**src/rtl/fifo_pkg.sv**
```systemverilog
// Shared definitions for the FIFO write-side controller.
package fifo_pkg;

    // Write controller FSM encoding
    typedef enum logic {
        SEND  = 1'b0,
        STALL = 1'b1
    } wr_state_e;

    // Default data word width; must match the FIFO's BUS_SIZE
    localparam int unsigned FIFO_BUS_SIZE_DEFAULT = 5;

    // Bit n set means a skid buffer depth of n entries is legal (2 or 4)
    localparam logic [7:0] SKID_DEPTH_LEGAL_MASK = 8'b0001_0100;

    function automatic bit skid_depth_legal(input int unsigned depth);
        return (depth < 8) && SKID_DEPTH_LEGAL_MASK[depth[2:0]];
    endfunction

endpackage

```
**src/rtl/fifo_writer_skid.sv**
```systemverilog
// Circular skid buffer between the upstream source and the FIFO push register.
// ready is decoded from the registered occupancy only.
module fifo_writer_skid
    import fifo_pkg::*;
#(
    parameter int unsigned BUS_SIZE   = FIFO_BUS_SIZE_DEFAULT,
    parameter int unsigned SKID_DEPTH = 2
) (
    input  logic                clk,
    input  logic                reset,
    input  logic                wr_en,
    input  logic [BUS_SIZE-1:0] wr_data,
    input  logic                rd_en,
    output logic [BUS_SIZE-1:0] rd_data,
    output logic                has_data,
    output logic                ready
);

    localparam int unsigned PTR_W = $clog2(SKID_DEPTH);
    localparam int unsigned CNT_W = $clog2(SKID_DEPTH + 1);
    localparam logic [CNT_W-1:0] FULL = CNT_W'(SKID_DEPTH);

    logic [BUS_SIZE-1:0] mem_q [SKID_DEPTH];
    logic [PTR_W-1:0]    wr_ptr_q, rd_ptr_q;
    logic [CNT_W-1:0]    count_q, count_d;

    // Occupancy update; simultaneous write and read leave it unchanged
    always_comb begin
        count_d = count_q;
        case ({wr_en, rd_en})
            2'b10:   count_d = count_q + 1'b1;
            2'b01:   count_d = count_q - 1'b1;
            default: count_d = count_q;
        endcase
    end

    // Pointers and occupancy; pointers wrap naturally at SKID_DEPTH
    always_ff @(posedge clk) begin
        if (reset) begin
            wr_ptr_q <= '0;
            rd_ptr_q <= '0;
            count_q  <= '0;
        end else begin
            if (wr_en) wr_ptr_q <= wr_ptr_q + 1'b1;
            if (rd_en) rd_ptr_q <= rd_ptr_q + 1'b1;
            count_q <= count_d;
        end
    end

    // Storage array; contents are only observed while occupied
    always_ff @(posedge clk) begin
        if (wr_en) mem_q[wr_ptr_q] <= wr_data;
    end

    assign rd_data  = mem_q[rd_ptr_q];
    assign has_data = (count_q != '0);
    assign ready    = (count_q < FULL);

endmodule

```
**src/rtl/fifo_writer.sv**
```systemverilog
// Write-side controller for the flow-controlled FIFO: skid buffer, SEND/STALL
// FSM with pause/continua hysteresis, and the registered push/data_out stage.
// Optional macro FIFO_WRITER_STATS_EN adds saturating push_cnt/stall_cnt outputs.
module fifo_writer
    import fifo_pkg::*;
#(
    parameter int unsigned BUS_SIZE   = FIFO_BUS_SIZE_DEFAULT,
    parameter int unsigned SKID_DEPTH = 2,
    parameter int unsigned CNT_WIDTH  = 8
) (
    input  logic                 clk,
    input  logic                 reset,
    input  logic                 src_valid,
    input  logic [BUS_SIZE-1:0]  src_data,
    output logic                 src_ready,
    input  logic                 pause,
    input  logic                 continua,
    input  logic                 empty,
    output logic                 push,
    output logic [BUS_SIZE-1:0]  data_out,
    output logic                 valid_out,
    output logic                 drained
`ifdef FIFO_WRITER_STATS_EN
    ,
    output logic [CNT_WIDTH-1:0] push_cnt,
    output logic [CNT_WIDTH-1:0] stall_cnt
`endif
);

    if (!skid_depth_legal(SKID_DEPTH) || CNT_WIDTH == 0) begin : g_bad_cfg
        $error("fifo_writer: SKID_DEPTH must be 2 or 4 and CNT_WIDTH nonzero");
    end

    wr_state_e           state_q, state_d;
    logic                push_en;
    logic                accept;
    logic                has_data;
    logic [BUS_SIZE-1:0] rd_data;
    logic                push_q;
    logic [BUS_SIZE-1:0] data_q;
    logic                drained_q;

    assign accept = src_valid && src_ready;

    fifo_writer_skid #(
        .BUS_SIZE   (BUS_SIZE),
        .SKID_DEPTH (SKID_DEPTH)
    ) u_skid (
        .clk      (clk),
        .reset    (reset),
        .wr_en    (accept),
        .wr_data  (src_data),
        .rd_en    (push_en),
        .rd_data  (rd_data),
        .has_data (has_data),
        .ready    (src_ready)
    );

    // FSM state register
    always_ff @(posedge clk) begin
        if (reset) state_q <= SEND;
        else       state_q <= state_d;
    end

    // FSM next state: pause enters STALL, continua without pause leaves it
    always_comb begin
        state_d = state_q;
        case (state_q)
            SEND:    if (pause)                state_d = STALL;
            STALL:   if (continua && !pause)   state_d = SEND;
            default: state_d = SEND;
        endcase
    end

    // FSM output: pop a word when sending, not paused this cycle, and occupied
    always_comb begin
        push_en = (state_q == SEND) && !pause && has_data;
    end

    // Push register stage; data_out holds its last value between pushes
    always_ff @(posedge clk) begin
        if (reset) begin
            push_q    <= 1'b0;
            data_q    <= '0;
            drained_q <= 1'b0;
        end else begin
            push_q    <= push_en;
            if (push_en) data_q <= rd_data;
            drained_q <= !has_data && empty && !push_q;
        end
    end

    assign push      = push_q;
    assign valid_out = push_q;
    assign data_out  = data_q;
    assign drained   = drained_q;

`ifdef FIFO_WRITER_STATS_EN
    logic [CNT_WIDTH-1:0] push_cnt_q, stall_cnt_q;

    // Saturating statistics counters
    always_ff @(posedge clk) begin
        if (reset) begin
            push_cnt_q  <= '0;
            stall_cnt_q <= '0;
        end else begin
            if (push_en && push_cnt_q != '1)
                push_cnt_q <= push_cnt_q + 1'b1;
            if (state_q == STALL && has_data && stall_cnt_q != '1)
                stall_cnt_q <= stall_cnt_q + 1'b1;
        end
    end

    assign push_cnt  = push_cnt_q;
    assign stall_cnt = stall_cnt_q;
`endif

endmodule

```
**config.mk**
```make
export PLATFORM = sky130hd
export DESIGN_NAME = fifo_writer
export DESIGN_NICKNAME = d
export VERILOG_FILES = /design/src/rtl/fifo_pkg.sv /design/src/rtl/fifo_writer_skid.sv /design/src/rtl/fifo_writer.sv
export SDC_FILE = /design/constraint.sdc
export NUM_CORES = 1
export LEC_CHECK = 0
export BUFFER_PORTS_ARGS = -buffer_cell sky130_fd_sc_hd__buf_2
export CAP_MARGIN = 5
export CORE_UTILIZATION = 45
export CTS_CLUSTER_DIAMETER = 120
export DETAILED_ROUTE_END_ITERATION = 10
export PLACE_DENSITY = 0.74
export SLEW_MARGIN = 5
export SYNTH_ARGS = -nofsm -noshare
export SYNTH_HDL_FRONTEND = slang
export SYNTH_HIERARCHICAL = 1
export SYNTH_SLANG_ARGS = --single-unit
export TNS_END_PERCENT = 50
```
**constraint.sdc**
```tcl
create_clock -name clk -period 1.7 [get_ports clk]
set_clock_uncertainty 0.15 [all_clocks]
set_input_delay 0.17 -clock clk [delete_from_list [all_inputs] [get_ports clk]]
set_output_delay 0.17 -clock clk [all_outputs]
set_load 0.02 [all_outputs]
```
### Word-level counts from Yosys, hierarchy flattened

Memory sizes are Yosys's and may differ from the RTL's. A register that Yosys moved wholly into a read port is not among the register bits.
Cells that the tools add are included.

* register bits after elaboration: 7
* latch bits: 0
* memory bits (writable): 10
* bits in read-only memories: 0
* bits of input ports: 11
* output and inout port bits: 9
* memories kept: 1

* add/subtract/negate cells: 4
* multiply operators: 0
* divide/modulo/power cells: 0
* magnitude comparators: 1
* eq/ne operators: 2
* shift operators: 0
* mux-type cells: 6
* bitwise gates (word level): 1
* reduce and logical (&&, ||, !) cells: 11

Memories
* u_skid.mem_q: depth 2, width 5, read ports 1, clocked after Yosys merged registers in 1, wr ports 1, line fifo_writer_skid.sv:23 `logic [BUS_SIZE-1:0] mem_q [SKID_DEPTH];`

Operators by type and width (number)
* 1-bit logical AND: 6
* 1-bit 2-to-1 mux: 4
* 2-bit one-hot mux with 2 select lines: 1
* 2-bit nonzero test: 2
* 1-bit logical NOT: 3
* 1-bit adder, second input constant: 2
* 2-bit by 1-bit adder with 2-bit output, second input constant: 1
* 2-bit by 1-bit equality test with 1-bit output, second input constant: 1
* 2-bit equality test, second input constant: 1
* 2-bit < comparator, second input constant: 1
* 1-bit one-hot mux with 2 select lines: 1
* 2-bit by 1-bit subtractor with 2-bit output, second input constant: 1
* 1-bit inverter: 1

### Depth between registers and ports, before layout

* word-level depth: 5
* gate-level depth with buffers: 7
* mapped depth without buffers: 7

### Modules after synthesis

Netlist, hierarchy kept.

By module, submodules not included
* fifo_writer_skid: instances 1, cells each 37, area each 559.3 µm², sequential area each 400.4 µm²
* fifo_writer: instances 1, cells each 33, area each 347.8 µm², sequential area each 160.2 µm²

### Least setup slack after synthesis

OpenSTA, ideal clock, no wires.

* path kind: register to register
* start point: register u_skid.count_q[0]
* end point: register u_skid.count_q[1]
* library setup time: 70 ps
* data arrival time: 1606 ps
* required time: 1480 ps
* setup slack: -126 ps
* stages on the path, launching flop included: 7
* buffers on the path: 1
* cells stage by stage: dfxtp_1 -> or2_1 -> nor3b_2 -> buf_6 -> ha_1 -> or3_1 -> a21oi_1

* cells in the longest elaborated chain, start to end: 4
* elaborated cells on any way between the ends: 10

RTL lines
* start: declaration: line fifo_writer_skid.sv:25 `logic [CNT_W-1:0] count_q, count_d;`
* start signal: assignment: line fifo_writer_skid.sv:46 `count_q <= count_d;`
* 2-bit nonzero test (*): line fifo_writer_skid.sv:56 `assign has_data = (count_q != '0);`
* named net has_data: line fifo_writer.sv:37 `logic has_data;`
* 1-bit logical AND (*): line fifo_writer.sv:77 `push_en = (state_q == SEND) && !pause && has_data;`
* named net push_en: line fifo_writer.sv:35 `logic push_en;`
* 2-bit by 1-bit equality test with 1-bit output or 2-bit equality test (tied branches): line fifo_writer_skid.sv:30 `case ({wr_en, rd_en})`
* 2-bit one-hot mux with 2 select lines or 2-bit nonzero test (tied branches)

The timed path passes the listed nets; every way through them passes the cells marked *.
A chain may end at the register's enable or synchronous reset.

### Final worst setup path

* start point: register u_skid.count_q[0]
* end point: register u_skid.count_q[1]

* cells in the longest elaborated chain, start to end: 4
* elaborated cells on any way between the ends: 10

RTL lines (line)
* 2-bit nonzero test (*): fifo_writer_skid.sv:56
* named net has_data: fifo_writer.sv:37
* 1-bit logical AND (*): fifo_writer.sv:77
* 2-bit by 1-bit equality test with 1-bit output or 2-bit equality test (tied branches): fifo_writer_skid.sv:30
* 2-bit one-hot mux with 2 select lines or 2-bit nonzero test (tied branches)

Marked as above.

==> impl_metrics.tcl <==
set metrics [dict create \
    status "completed" \
    coreArea_sq_um 1800 \
    period_share_pct 98.3 \
    cts_tree "done" \
    r2r_cells 6 \
    finalCriticalPeriod_ns 1.67 \
    antenna_found_initial 0 \
    overflow 0 \
    busiest_layer "met2" \
    synth_edf_count 10 \
    max_freq_mhz 598 \
    netlist_top_cells_area "edfxtp_1 33%, dfxtp_1 29%, nand2b_1 6.9%" \
    rows 15 \
    yosysMostFrequentCell "dfxtp_1" \
    clk_pin_slew_ns 0.12 \
    routed_wl_microns 1660 \
    synth_compound_area_share_pct 1.66 \
    postSynth.topFlopCell "dfxtp_1" \
    drive_gt1_share_pct 39.4 \
    required_ns 1.80 \
    hold_path_class "in2reg" \
    cp-start-kind "flop" \
    fin_cells 129 \
    drc 0 \
    hold_depth 2 \
    grtUsageMet1_pct 21.2 \
    placement.cell_area_sq_um 1060 \
    pin_count 20 \
    ys_ff_latch 23 \
    p_leak_nw 0.488 \
    die_w_microns 46.9 \
    cp_max_fo 2 \
    post_drt_wl_per_cell_microns 12.9 \
    synth-simple-area-share_pct 15.7 \
    powerDensity_nw_per_um2 1290 \
    firstDrtPassIters 2 \
    dr.first_iter.drc_count 1 \
    syn_area_per_cell_sq_um 13.0 \
    track_usage_pct 17.2 \
    design.die.area_sq_um 2200 \
    synth_top_family_by_area "simple AND/OR/NAND/NOR gates" \
    setup_viol 0 \
    grt_pass1_vias 573 \
    synthMuxAreaShare_pct 11.7 \
    post-dp-hpwl_microns 1050 \
    grt_pass1_wl_microns 2470 \
    vias 608 \
    rr_endpoint "u_skid/count_q[1]$_SDFFE_PP0P_" \
    finalSetupTns_ns 0 \
    insertion_delay_ns 0.30 \
    ir_worst_vdd_v 0.000678 \
    synth-adder-area-share_pct 1.38 \
    synth_common_cells "13 x dfxtp_1, 10 x edfxtp_1, 10 x nand2b_1" \
    gp_congestion 0.586 \
    endpoint_kind "flop" \
    reg2reg_slack_ns 0.03 \
    cp_slowest_cell "dfxtp_2" \
    met3_usage_pct 4.62 \
    synth_xor_area_share_pct 3.86 \
    crit_type "reg2reg" \
    synth_cell_type_count 22 \
    hold_viol 0 \
    yosysTopAreaCellShare_pct 33.1 \
    start_util_pct 50.3 \
    dp.cells 116 \
    r2r-start "u_skid/count_q[0]$_SDFFE_PP0P_" \
    worst_pin_slew_ns 0.331 \
    grtUsageMet2_pct 28.6 \
    async_reset_ff_share_pct 0 \
    rsz0062_at_grt "yes" \
    synth_cells 70 \
    drv_slew 0 \
    holdPathEnd "u_skid/count_q[1]$_SDFFE_PP0P_" \
    nets 117 \
    power.total_w 0.00154 \
    syn_to_final_growth_pct 31.6 \
    seq_area_frac_synth_pct 61.8 \
    layout_setup_ws_ns 0.0283 \
    io_buffer_count 19 \
    cts.sinks 23 \
    cap_violations 0 \
    cts_buffers 3 \
    crit_path_max_incr_delay_ns 0.33 \
    yosysWarnings 6 \
    final_area_sq_um 1190 \
    path_cells "or2_1, nor3b_4, ha_4, xnor2_1, or3_4, a21oi_2" \
    cts_max_path_buffers 2 \
    min_from "reset" \
    synth_nets 82 \
    cts_max_level 1 \
    synth_top_area_cell "edfxtp_1" \
    die_h_microns 46.9 \
    detailedPlace.worstSlack_ns 0.0398 \
    routed_via_density 4.71 \
    maxSlewHeadroom_pct 77.6 \
    critPathArrivalTime_ns 1.77 \
    grt_max_degree 19 \
    synth_area_sq_um 907 \
    root_buffer "clkbuf_4" \
    cp-startpoint "u_skid/count_q[0]$_SDFFE_PP0P_" \
    ant_nets 0 \
    diodes 0 \
]
==> repair_timing <==
action,in CTS,in global routing
hold endpoints to repair,12,0
hold buffers,8,0
setup endpoints to repair,0,1
buffers inserted,0,1
gates resized for setup,0,7
==> report_power, final <==
part	leakage (nW)	switching, W	internal (W)
registers	0.201	0.0000491	0.000695
clock network	0.0150	0.000153	0.0000915
logic	0.272	0.000258	0.000292
total	0.488	0.000460	0.00108
==> metrics by stage <==
step | hold slack, ns | utilization [%]
after detailed placement | 0.214 | 58.8
after global routing | 0.0602 | 66.3
after global placement | 0.208 | 58.8
after floorplan | 0.0891 | -
final | 0.0400 | 66.3
after CTS | 0.0533 | 64.7
==> state kept, by name, indices dropped and copies added (netlist names), named ones only <==
register	cells
push	1
u_skid/mem_q	10
drained	1
state_q	1
u_skid/rd_ptr_q	1
u_skid/wr_ptr_q	1
data_out	5
u_skid/count_q	2
==> worst max-delay path by stage <==
stage,end,slack [ns],cells past startpoint
floorplan,u_skid/count_q[1]$_SDFFE_PP0P_,-0.003,6
global placement,u_skid/count_q[1]$_SDFFE_PP0P_,0.09,7
detailed placement,u_skid/count_q[1]$_SDFFE_PP0P_,0.04,7
CTS,u_skid/count_q[1]$_SDFFE_PP0P_,0.003,7
global route,u_skid/count_q[1]$_SDFFE_PP0P_,-0.02,6
finish,u_skid/count_q[1]$_SDFFE_PP0P_,0.03,6
==> critical path: cells and delay by family, from the launching register on <==
kind,cells,cell delay [ns]
AO/OA/AOI/OAI,1,0.11
XOR/XNOR,1,0.13
adder cells (fa/ha/maj),1,0.16
flip-flops,1,0.33
AND/OR/NAND/NOR,3,0.74
==> kinds of logic after synthesis <==
logic type / count (synthesis)
AOI/OAI and AO/OA: 3
xor gates and xnor gates: 4
buffers and inverters: 6
DFF: 23
muxes: 10
and+or+nand+nor: 23
adders and majority gates: 1
==> cell type report <==
type,count,area (sq um)
clock buffer,4,26.3
fill,145,608
inverter,3,11.3
multi-input combinational,41,342
sequential,23,563
tap,25,31.3
timing repair buffer,33,220
==> cells in the final DEF (no fill, tap or decap) <==
cell type and instances:
xor2_1 1, nor4b_1 1, and2_4 1, and2b_1 1
mux2i_1 5, a21oi_1 1, inv_2 1, nand2b_1 10
nor2_1 5, buf_2 19, clkbuf_1 1, mux2_2 5
buf_4 6, ha_4 1, xnor2_1 3, clkbuf_4 3
or2_1 1, or3_4 1, or2b_1 1, edfxtp_1 10
dfxtp_2 2, and2_1 1, dlygate4sd3_1 8, nor3b_4 1
o21ai_0 1, inv_1 2, a21oi_2 1, dfxtp_1 11
==> routing by layer <==
| metal | share of wire, % | vias up |
|---|---|---|
| met3 | 3.2 | 5 |
| met1 | 44 | 283 |
| li1 | - | 304 |
| met5 | 0 | - |
| met4 | 1.3 | 0 |
| met2 | 52 | 16 |
Power figures use the tool's default switching activity.
